$ cat config.mk
export PLATFORM = sky130hd
export DESIGN_NAME = bus_arbiter
export DESIGN_NICKNAME = d
export VERILOG_FILES = /design/src/rtl/bus_arbiter_pkg.sv /design/src/rtl/bus_arbiter_timeout.sv /design/src/rtl/bus_arbiter.sv
export SDC_FILE = /design/constraint.sdc
export NUM_CORES = 1
export LEC_CHECK = 0
export BUFFER_PORTS_ARGS = -buffer_cell sky130_fd_sc_hd__clkbuf_2
export CORE_MARGIN = 2
export CORE_UTILIZATION = 41
export DETAILED_ROUTE_END_ITERATION = 6
export GPL_TIMING_DRIVEN = 0
export PLACE_DENSITY = 0.77
export SLEW_MARGIN = 10
export SYNTH_ARGS = -nofsm -noshare
export SYNTH_HDL_FRONTEND = slang
export SYNTH_SLANG_ARGS = --single-unit
$ cat constraint.sdc
create_clock -name clk -period 1.4 [get_ports clk]
set_input_delay 0.28 -clock clk [delete_from_list [all_inputs] [get_ports clk]]
set_output_delay 0.28 -clock clk [all_outputs]
set_load 0.02 [all_outputs]
$ cat src/rtl/bus_arbiter_pkg.sv
// Shared types for the fetch/data memory arbiter.
// Holds the reset polarity, FSM state encoding and default timeout.
package project_types;

   typedef logic reset_status_t;

   localparam reset_status_t RST_ENABLE = 1'b1;

   typedef enum logic [1:0] {
      IDLE,
      BUS_IF,
      BUS_MEM
   } arb_state_t;

   localparam int ARB_TIMEOUT_DEFAULT = 16;

endpackage

$ cat src/rtl/bus_arbiter_timeout.sv
// Wait-state counter for the arbiter's bus timeout.
// Holds at LIMIT-1 once expired until cleared.
module arb_timeout_counter #(
   parameter int LIMIT = 16
) (
   input  logic clk,
   input  logic rst,
   input  logic clear_i,
   input  logic inc_i,
   output logic expired_o
);

   localparam int W = $clog2(LIMIT + 1);
   localparam logic [W-1:0] LAST = W'(LIMIT - 1);

   logic [W-1:0] cnt_q, cnt_d;

   assign expired_o = (cnt_q == LAST);

   always_comb begin
      cnt_d = cnt_q;
      if (clear_i) begin
         cnt_d = '0;
      end else if (inc_i && !expired_o) begin
         cnt_d = cnt_q + 1'b1;
      end
   end

   always_ff @(posedge clk) begin
      if (rst) begin
         cnt_q <= '0;
      end else begin
         cnt_q <= cnt_d;
      end
   end

endmodule

$ cat src/rtl/bus_arbiter.sv
// Serialises instruction fetch and data access onto one req/ack bus.
// Define ARB_TIMEOUT_EN to abort accesses that never see bus_ack.
module bus_arbiter
   import project_types::*;
#(
   parameter int ADDR_W         = 32,
   parameter int DATA_W         = 32,
   parameter int TIMEOUT_CYCLES = ARB_TIMEOUT_DEFAULT
) (
   input  logic                clk,
   input  reset_status_t       rst,
   input  logic                if_en,
   input  logic [ADDR_W-1:0]   if_addr,
   output logic [DATA_W-1:0]   if_data,
   output logic                if_stall_req,
   input  logic                mem_en,
   input  logic                mem_we,
   input  logic [DATA_W/8-1:0] mem_sel,
   input  logic [ADDR_W-1:0]   mem_addr,
   input  logic [DATA_W-1:0]   mem_wdata,
   output logic [DATA_W-1:0]   mem_rdata,
   output logic                mem_stall_req,
   output logic                bus_req,
   output logic                bus_we,
   output logic [DATA_W/8-1:0] bus_sel,
   output logic [ADDR_W-1:0]   bus_addr,
   output logic [DATA_W-1:0]   bus_wdata,
   input  logic [DATA_W-1:0]   bus_rdata,
   input  logic                bus_ack,
   output logic                bus_err
);

   localparam int SEL_W = DATA_W / 8;

   arb_state_t        state_q, state_d;
   logic [ADDR_W-1:0] addr_q, addr_d;
   logic [DATA_W-1:0] wdata_q, wdata_d;
   logic [SEL_W-1:0]  sel_q, sel_d;
   logic              we_q, we_d;
   logic [DATA_W-1:0] if_data_q, if_data_d;
   logic [DATA_W-1:0] mem_rdata_q, mem_rdata_d;
   logic              if_srv_q, if_srv_d;
   logic              mem_srv_q, mem_srv_d;
   logic              err_q, err_d;
   logic              pend_if, pend_mem, busy, abort;

   assign pend_if  = if_en & ~if_srv_q;
   assign pend_mem = mem_en & ~mem_srv_q;
   assign busy     = (state_q != IDLE);

`ifdef ARB_TIMEOUT_EN
   logic expired;

   arb_timeout_counter #(
      .LIMIT(TIMEOUT_CYCLES)
   ) u_timeout (
      .clk      (clk),
      .rst      (rst == RST_ENABLE),
      .clear_i  (~busy),
      .inc_i    (busy & ~bus_ack),
      .expired_o(expired)
   );

   assign abort = busy & ~bus_ack & expired;
`else
   logic unused_timeout;

   assign unused_timeout = ^TIMEOUT_CYCLES;
   assign abort          = 1'b0;
`endif

   always_comb begin
      state_d     = state_q;
      addr_d      = addr_q;
      wdata_d     = wdata_q;
      sel_d       = sel_q;
      we_d        = we_q;
      if_data_d   = if_data_q;
      mem_rdata_d = mem_rdata_q;
      if_srv_d    = 1'b0;
      mem_srv_d   = 1'b0;
      err_d       = 1'b0;
      unique case (state_q)
         IDLE: begin
            // Data side holds the older instruction, so it wins.
            if (pend_mem) begin
               state_d = BUS_MEM;
               addr_d  = mem_addr;
               we_d    = mem_we;
               sel_d   = mem_sel;
               wdata_d = mem_wdata;
            end else if (pend_if) begin
               state_d = BUS_IF;
               addr_d  = if_addr;
               we_d    = 1'b0;
               sel_d   = '1;
            end
         end
         BUS_IF: begin
            if (bus_ack) begin
               if_data_d = bus_rdata;
               if_srv_d  = 1'b1;
               state_d   = IDLE;
            end else if (abort) begin
               if_data_d = '0;
               if_srv_d  = 1'b1;
               err_d     = 1'b1;
               state_d   = IDLE;
            end
         end
         BUS_MEM: begin
            if (bus_ack) begin
               if (!we_q) begin
                  mem_rdata_d = bus_rdata;
               end
               mem_srv_d = 1'b1;
               state_d   = IDLE;
            end else if (abort) begin
               mem_rdata_d = '0;
               mem_srv_d   = 1'b1;
               err_d       = 1'b1;
               state_d     = IDLE;
            end
         end
         default: state_d = IDLE;
      endcase
   end

   always_ff @(posedge clk) begin
      if (rst == RST_ENABLE) begin
         state_q     <= IDLE;
         addr_q      <= '0;
         wdata_q     <= '0;
         sel_q       <= '0;
         we_q        <= 1'b0;
         if_data_q   <= '0;
         mem_rdata_q <= '0;
         if_srv_q    <= 1'b0;
         mem_srv_q   <= 1'b0;
         err_q       <= 1'b0;
      end else begin
         state_q     <= state_d;
         addr_q      <= addr_d;
         wdata_q     <= wdata_d;
         sel_q       <= sel_d;
         we_q        <= we_d;
         if_data_q   <= if_data_d;
         mem_rdata_q <= mem_rdata_d;
         if_srv_q    <= if_srv_d;
         mem_srv_q   <= mem_srv_d;
         err_q       <= err_d;
      end
   end

   assign if_stall_req  = pend_if;
   assign mem_stall_req = pend_mem;
   assign bus_req       = busy;
   assign bus_we        = busy & we_q;
   assign bus_sel       = sel_q;
   assign bus_addr      = addr_q;
   assign bus_wdata     = wdata_q;
   assign if_data       = if_data_q;
   assign mem_rdata     = mem_rdata_q;
   assign bus_err       = err_q;

endmodule

==> results.json, run 1 <==
{
  "worstPathRequired_ps": 1730,
  "finalClockSkew_ps": 6.32,
  "pwr-share-seq_pct": 36.9,
  "io_buffers": 273,
  "startpoint": "state_q[0]$_SDFFE_PP0P_",
  "cts.path.max_buffers": 2,
  "yosys.area.top_type": "dfxtp_1",
  "worstReg2RegStart": "state_q[0]$_SDFFE_PP0P_",
  "synth_area_um2": 5200,
  "synthArstFlopShare_pct": 0,
  "worst-slew-pin-transition_ps": 724,
  "die_area_um2": 13600,
  "fin_crit_sh_pct": 110,
  "path_clk_slew_ps": 60,
  "ys_warn_count": 0,
  "setup_viol": 69,
  "leakagePower_nw": 3.92,
  "cts_buffers": 17,
  "stdcell_count": 1119,
  "num_vias": 5430,
  "path_max_fanout": 6,
  "r2r_slack_ps": -140,
  "grtUsageMet3_pct": 8.25,
  "grt.met1_usage_pct": 25.5,
  "final_common_cell": "clkbuf_2",
  "grtUsageTotal_pct": 23.2,
  "p_comb_share_pct": 23.5,
  "r2r-end": "bus_wdata[18]$_SDFFE_PP0P_",
  "synth-edff-count": 0,
  "synth_cell_types": 30,
  "ioPinCount": 275,
  "hold_path_class": "in -> reg",
  "grt_busiest_layer": "met2",
  "synth_fp_nets": 748,
  "synth.avg_cell_area_um2": 8.56,
  "insertion_delay_ps": 420,
  "vdd.ir_drop.worst_uv": 984,
  "critPathArrivalTime_ps": 1870,
  "initial_core_util_pct": 41.5,
  "hpwl_um": 11900,
  "cts_max_level": 4,
  "clock.fmax_mhz": 649,
  "maxCapViolCount": 0,
  "switching_power_w": 0.00340,
  "cts_tree": "done",
  "ys_top_cells_by_area": "dfxtp_1, nand2_1, a21oi_1",
  "grt_max_degree": 17,
  "grt_pass1_wl_um": 24400,
  "status": "finished, violations left",
  "finalCriticalPeriod_ps": 1540,
  "grt_pass1_vias": 4946,
  "grtUsageMet2_pct": 41.0,
  "layout_common_cells": "clkbuf_2, nand2_1, dfxtp_1",
  "final_hold_viol_count": 0,
  "detail_route.vias_per_cell": 4.85,
  "design.core.area_um2": 12500,
  "power.total_w": 0.0119,
  "cp-endpoint": "bus_wdata[18]$_SDFFE_PP0P_",
  "finalWorstSetupSlack_ps": -140,
  "drive_above_1_share_pct": 51.7,
  "placed_cells": 1052,
  "nets": 1075,
  "wl_per_cell_um": 15.8,
  "power.density_nw_per_um2": 1390,
  "dieHeight_um": 117,
  "yosysTopAreaCellShare_pct": 52.8,
  "synthCells": 607,
  "drtPass1Iterations": 5,
  "rsz0062_at_grt": "yes",
  "ant_nets": 0,
  "ys.flop_type": "dfxtp_1",
  "worst_slew_margin_rel_pct": 51.8,
  "drc": 0,
  "cts_sinks": 137,
  "violations": "setup timing",
  "clock-root-buffer": "clkbuf_16",
  "place_congestion": 0.788,
  "startpoint_type": "flop",
  "ff2ff_path_depth": 8,
  "nFillCells": 1031,
  "num_antenna_cells": 0,
  "fin_util_pct": 68.2,
  "drt_iter0_drc": 220,
  "critPathCaptureType": "flop",
  "internal-power_w": 0.00847,
  "swShare_pct": 28.6,
  "ys_seq_area_share_pct": 52.8,
  "overflow": 0,
  "fp.dieW_um": 117,
  "maxSlewViolCount": 0,
  "drt_wl_total_um": 17700,
  "ys_ff_latch": 137,
  "whs_ps": 95.4,
  "rows": 41,
  "antenna_found_initial": 0,
  "synthToLayoutAreaGrowth_pct": 64.1,
  "worstSetupPathType": "reg -> reg",
  "p_clk_share_pct": 39.6
}
## area by class of cell
cell class,count,area [um2],share of cell area (%)
flip-flops and latches,137,2750,32.2
plain buffers,45,432,5.06
well taps,172,215,2.52
clock buffers,20,447,5.24
multi-input cells,417,2640,30.9
inverters,6,27.5,0.323
repair buffers,310,1850,21.7
clock inverters,12,174,2.04
## flip-flops by register name, indices dropped and copies added (netlist names)
signal	flops
bus_addr	32
bus_sel	4
bus_wdata	32
if_data	32
if_srv_q	1
mem_rdata	32
mem_srv_q	1
state_q	2
we_q	1
## synthesized netlist by cell type, types with 2 or more instances
cell type,instances
o221a_2,4
nand2_1,227
a21oi_1,100
clkbuf_4,2
nand2b_1,3
ha_1,3
nor2b_1,2
and3b_1,2
nand3_1,2
inv_1,4
buf_4,6
buf_6,7
mux2i_1,32
o22ai_1,22
o22ai_2,10
clkbuf_1,23
inv_2,2
dfxtp_1,137
buf_2,8
## critical path, cell delays in order, from the launching register on
cell and delay (ps):
dfxtp_2 320, inv_2 80, ha_4 200, buf_6 120, and3b_2 240, buf_12 160, buf_12 140, nand2_4 50
a21oi_2 150
## power groups by stage
stage	combinational, W	sequential [W]	clock (W)
CTS	0.00230	0.00438	0.00475
global placement	0.00201	0.00444	0
detailed placement	0.00203	0.00446	0
global route	0.00298	0.00441	0.00494
finish	0.00279	0.00438	0.00470
floorplan	0.000908	0.00480	0
## stage by stage
step / TNS (ps) / worst slack (ps) / area [um2]
2_1_floorplan: 0 / 8.88 / 5200
3_3_place_gp: -18810 / -244 / 6790
3_5_place_dp: -20480 / -266 / 6790
4_1_cts: -1510 / -185 / 7770
5_1_grt: -10880 / -200 / 8530
6_report: -5980 / -140 / 8530
## metal layers
layer | vias up | share of wire, %
met5 | - | 0
met4 | 0 | 2.1
met3 | 32 | 7.5
met2 | 192 | 53
met1 | 2526 | 38
li1 | 2680 | -
## how the worst min path moves through the flow
stage,startpoint,slack [ps],to,cells past startpoint
detailed placement,mem_rdata[17]$_SDFFE_PP0P_,450,mem_rdata[17]$_SDFFE_PP0P_,2
CTS,mem_wdata[16],60,bus_wdata[16]$_SDFFE_PP0P_,3
global route,mem_wdata[8],80,bus_wdata[8]$_SDFFE_PP0P_,3
finish,bus_rdata[13],100,mem_rdata[13]$_SDFFE_PP0P_,3
global placement,if_data[16]$_SDFFE_PP0P_,440,if_data[16]$_SDFFE_PP0P_,2
floorplan,mem_wdata[0],420,bus_wdata[0]$_SDFFE_PP0P_,2
## logic make-up after synthesis
kind of cell / after synthesis / synth area share, %
adders and majority gates: 3 / 0.722
muxes: 32 / 6.16
buffers and inverters: 53 / 5.61
AOI/OAI and AO/OA: 139 / 16.4
and+or+nand+nor: 242 / 18.3
other: 1 / 0.0721
DFF: 137 / 52.8
## timing repair
item                                    CTS  global route
cloned                                    3             8
hold endpoints to repair                  0             0
endpoints found under the setup margin  129           133
pin swaps                                 5            74
resized for setup                        69           144
buffers inserted                         15            13
hold buffers                              0             0
Note: power is estimated with default switching activity, not from simulation.
==> inputs of run 2 (changes only) <==
==> constraint.sdc (replaced) <==
create_clock -name clk -period 1.4 [get_ports clk]
set_input_delay 0.07 -clock clk [delete_from_list [all_inputs] [get_ports clk]]
set_output_delay 0.07 -clock clk [all_outputs]
set_load 0.02 [all_outputs]
==> run 2 against run 1 <==
The flow still finishes with violations (setup timing). Register-to-register slack is essentially flat. Final cell count grew 11%. Critical endpoint is now bus_addr[26]$_SDFFE_PP0P_. Sequential power grew 0.9%. Hold slack lost 75 ps. Sequential share of layout area shrank 2.7 points. Worst setup slack lost 0.57 ps. Design area grew 9.3%.
==> results.json, run 2 (same netlist as run 1, synthesis figures left out) <==
{
  "multi_input_area_um2": 2340,
  "fp.dieW_um": 117,
  "dieHeight_um": 117,
  "setup_viol": 15,
  "initial_core_util_pct": 41.5,
  "rsz0062_at_grt": "yes",
  "r2r-end": "bus_addr[26]$_SDFFE_PP0P_",
  "grt_pass1_wl_um": 31100,
  "cts_max_level": 4,
  "power.density_nw_per_um2": 1300,
  "critPathArrivalTime_ps": 1830,
  "critPathCaptureType": "flop",
  "path_max_fanout": 10,
  "stdcell_count": 1240,
  "r2r_slack_ps": -140,
  "ant_nets": 0,
  "worstSetupPathType": "reg -> reg",
  "status": "finished, violations left",
  "worstPathRequired_ps": 1690,
  "fin_util_pct": 74.5,
  "clock.fmax_mhz": 649,
  "ioPinCount": 275,
  "antenna_found_initial": 0,
  "finalWorstSetupSlack_ps": -141,
  "clock-root-buffer": "clkbuf_16",
  "num_vias": 6386,
  "maxSlewViolCount": 0,
  "num_antenna_cells": 0,
  "wl_per_cell_um": 18.5,
  "drc": 0,
  "finalClockSkew_ps": 6.20,
  "min_from": "if_addr[14]",
  "final_hold_viol_count": 0,
  "cts.path.max_buffers": 2,
  "fin_crit_sh_pct": 110,
  "placed_cells": 1052,
  "insertion_delay_ps": 420,
  "ff2ff_path_depth": 5,
  "worstReg2RegStart": "mem_srv_q$_SDFF_PP0_",
  "maxCapViolCount": 0,
  "vdd.ir_drop.worst_uv": 832,
  "worst-slew-pin-transition_ps": 690,
  "drtPass1Iterations": 5,
  "whs_ps": 20.3,
  "hold_end": "bus_addr[14]$_SDFFE_PP0P_",
  "final_common_cell": "clkbuf_2",
  "grtUsageTotal_pct": 29.8,
  "cts_tree": "done",
  "grt_max_degree": 17,
  "rows": 41,
  "overflow": 0,
  "layout_common_cells": "clkbuf_2, nand2_1, dfxtp_1",
  "synthToLayoutAreaGrowth_pct": 79.3,
  "finalCriticalPeriod_ps": 1540,
  "cts_buffers": 17,
  "place_congestion": 0.788,
  "leakagePower_nw": 4.21,
  "violations": "setup timing",
  "io_buffers": 273,
  "hpwl_um": 11900,
  "die_area_um2": 13600,
  "grt_pass1_vias": 6149,
  "power.total_w": 0.0121,
  "nFillCells": 844,
  "drt_iter0_drc": 542,
  "detail_route.vias_per_cell": 5.15,
  "nets": 1196,
  "worst_slew_margin_rel_pct": 54.0,
  "place_ws_ps": -266,
  "startpoint": "mem_srv_q$_SDFF_PP0_",
  "holdPathStages": 3,
  "drive_above_1_share_pct": 39.0,
  "seq_area_um2": 2750,
  "design.core.area_um2": 12500,
  "path_clk_slew_ps": 60,
  "startpoint_type": "flop",
  "cts_sinks": 137,
  "drt_wl_total_um": 23000,
  "hold_path_class": "in -> reg"
}
run 2: cell types whose count changed in the layout (fill, tap and decap cells not counted), moves of 4 or more:
cell,before,now
buf_2,3,8
a21oi_1,68,88
nand2_1,193,227
a21oi_2,32,12
nand2_2,13,0
o22ai_2,28,20
buf_8,13,9
o22ai_1,4,12
nand2_4,21,0
buf_6,20,13
dlygate4sd3_1,0,132
run 2: where the power goes:
| part | internal, W | switching (W) | total (W) | leakage, nW |
|---|---|---|---|---|
| registers | 0.00421 | 0.000204 | 0.00442 | 1.12 |
| clock network | 0.00302 | 0.00174 | 0.00476 | 0.292 |
| logic | 0.00135 | 0.00159 | 0.00294 | 2.79 |
| total | 0.00858 | 0.00353 | 0.0121 | 4.21 |
run 2: timing repair:
item	CTS	global route
endpoints found under the setup margin	127	120
buffers inserted	3	16
gates resized for setup	37	71
hold endpoints to repair	133	1
cloned	0	7
pin swaps	1	4
hold buffers	131	1
run 2: per-stage QoR:
step | TNS (ps) | area, um2
2_1_floorplan | 0 | 5200
3_3_place_gp | -17900 | 6790
6_report | -388 | 9320
3_5_place_dp | -19330 | 6790
4_1_cts | -7.63 | 8840
5_1_grt | -3260 | 9320
run 2: per-layer routing:
layer / GRT usage (%) / part of all wire, % / vias up
li1: - / - / 2931
met1: 30.2 / 35 / 2929
met2: 51.7 / 50 / 395
met3: 11.6 / 9.0 / 131
met4: 18.1 / 6.3 / 0
met5: 0 / 0 / -
run 2: cell type report:
class	instances	area share [%]
multi-input cells	417	25.1
clock inverters	12	1.87
inverters	6	0.268
flip-flops and latches	137	29.5
clock buffers	20	4.79
well taps	172	2.31
plain buffers	45	4.04
repair buffers	431	32.1
run 2: how the worst max path moves through the flow:
| stage | to | slack, ps | depth (start not counted) |
|---|---|---|---|
| floorplan | bus_addr[0]$_SDFFE_PP0P_ | 9 | 6 |
| global placement | bus_wdata[24]$_SDFFE_PP0P_ | -240 | 6 |
| detailed placement | bus_wdata[20]$_SDFFE_PP0P_ | -270 | 6 |
| CTS | bus_we | -8 | 4 |
| global route | bus_addr[23]$_SDFFE_PP0P_ | -290 | 5 |
| finish | bus_addr[26]$_SDFFE_PP0P_ | -140 | 5 |
run 2: critical path: stages, from the launching register on:
cell,delay [ps]
dfxtp_2,330
nand2b_4,120
buf_6,130
buf_4,230
mux2i_1,490
o22ai_2,120
==> inputs of run 3 (changes only) <==
Settings changed: CORE_UTILIZATION 41 to 45, PLACE_DENSITY 0.77 to 0.8.
Clock period 1.4 ns to 1.5 ns, I/O delays scaled along.
==> run 3 against run 2 <==
The flow now finishes without violations. Worst setup slack improved by 160 ps. Die area decreased by 8.6%. Power decreased by 10%. Critical path type unchanged.
==> results.json, run 3 (same netlist as run 1, synthesis figures left out) <==
{
  "status": "completed",
  "fin_crit_sh_pct": 99.0,
  "antenna_found_initial": 0,
  "path_clk_slew_ps": 60,
  "cts_buffers": 17,
  "critPathCaptureType": "flop",
  "dieHeight_um": 111,
  "final_common_cell": "clkbuf_2",
  "cts_tree": "done",
  "drtPass1Iterations": 5,
  "setup_viol": 0,
  "path_max_fanout": 10,
  "hold_path_class": "in -> reg",
  "rsz0062_at_grt": "no",
  "worst_slew_margin_rel_pct": 63.9,
  "worstSetupPathType": "reg -> reg",
  "fin_util_pct": 77.9,
  "leakagePower_nw": 4.06,
  "num_antenna_cells": 0,
  "grt_pass1_wl_um": 31700,
  "critPathArrivalTime_ps": 1770,
  "drive_above_1_share_pct": 35.3,
  "ioPinCount": 275,
  "layout_common_cells": "clkbuf_2, nand2_1, dfxtp_1",
  "wl_per_cell_um": 17.2,
  "maxCapViolCount": 0,
  "setup_tns_ps": 0,
  "finalWorstSetupSlack_ps": 14.7,
  "hpwl_um": 11400,
  "rows": 39,
  "drt_wl_total_um": 20500,
  "drt_iter0_drc": 338,
  "design.core.area_um2": 11400,
  "overflow": 0,
  "nets": 1177,
  "num_vias": 6229,
  "power.density_nw_per_um2": 1230,
  "power.total_w": 0.0109,
  "cts_sinks": 137,
  "place_congestion": 0.821,
  "grtUsageTotal_pct": 31.9,
  "cts_max_level": 4,
  "synthToLayoutAreaGrowth_pct": 70.4,
  "finalClockSkew_ps": 5.87,
  "insertion_delay_ps": 410,
  "finalCriticalPeriod_ps": 1490,
  "place_ws_ps": -152,
  "cts.path.max_buffers": 2,
  "initial_core_util_pct": 45.7,
  "fp.dieW_um": 111,
  "ant_nets": 0,
  "clock-root-buffer": "clkbuf_16",
  "grt_max_degree": 17,
  "whs_ps": 93.2,
  "drc": 0,
  "clock.fmax_mhz": 673,
  "detail_route.vias_per_cell": 5.23,
  "worstPathRequired_ps": 1790,
  "startpoint_type": "flop",
  "die_area_um2": 12400,
  "io_buffers": 273,
  "grt_pass1_vias": 6395,
  "maxSlewViolCount": 0,
  "vdd.ir_drop.worst_uv": 986,
  "worst-slew-pin-transition_ps": 541,
  "final_hold_viol_count": 0
}
==> run 3: path summary, 6_finish.rpt <==
kind / startpoint / endpoint / cells past startpoint / slack, ps
setup / recovery: mem_srv_q$_SDFF_PP0_ / bus_addr[8]$_SDFFE_PP0P_ / 5 / 10
hold / removal: rst / bus_addr[3]$_SDFFE_PP0P_ / 4 / 90
setup reg to reg: mem_srv_q$_SDFF_PP0_ / bus_addr[8]$_SDFFE_PP0P_ / 5 / 10
hold reg to reg: if_data[29]$_SDFFE_PP0P_ / if_data[29]$_SDFFE_PP0P_ / 2 / 450
==> run 3: power by group <==
group | internal [W] | total, W | switching [W]
sequential | 0.00393 | 0.00411 | 0.000172
combinational | 0.00102 | 0.00235 | 0.00134
clock | 0.00291 | 0.00445 | 0.00153
total | 0.00786 | 0.0109 | 0.00304
==> run 3: final cells by class <==
class / count / area [um2]
Multi-Input combinational cell: 417 / 2200
Timing Repair Buffer: 411 / 2750
Sequential cell: 137 / 2750
Clock inverter: 11 / 169
Tap cell: 143 / 179
Buffer: 46 / 322
Clock buffer: 21 / 470
Fill cell: 715 / 2510
Inverter: 6 / 22.5
==> run 3: what timing repair did <==
action                                  4_1_cts  5_1_grt
gates resized for setup                      18       30
hold buffers                                134        0
buffers inserted                              2        2
pin swaps                                     0        1
endpoints found under the hold margin       134        0
endpoints found under the setup margin      118      126
==> run 3: metrics by stage <==
stage / area [um2] / instances
after CTS: 8780 / 1191
final: 8860 / 1192
after floorplan: 5200 / 607
after global routing: 8860 / 1192
after global placement: 6750 / 1023
after detailed placement: 6750 / 1023
==> run 3: worst max-delay path, cell delays in order, from the launching register on <==
cell and delay (ps):
dfxtp_1 350, nand2b_1 130, buf_6 170, clkbuf_4 280, mux2i_1 310, o22ai_2 130
==> run 3: layer usage <==
| metal | global-route usage, % | up-vias | share of wire, % |
|---|---|---|---|
| li1 | - | 2891 | - |
| met4 | 21.6 | 0 | 7.1 |
| met5 | 0 | - | 0 |
| met3 | 9.69 | 126 | 7.2 |
| met2 | 57.1 | 374 | 51 |
| met1 | 31.6 | 2838 | 35 |
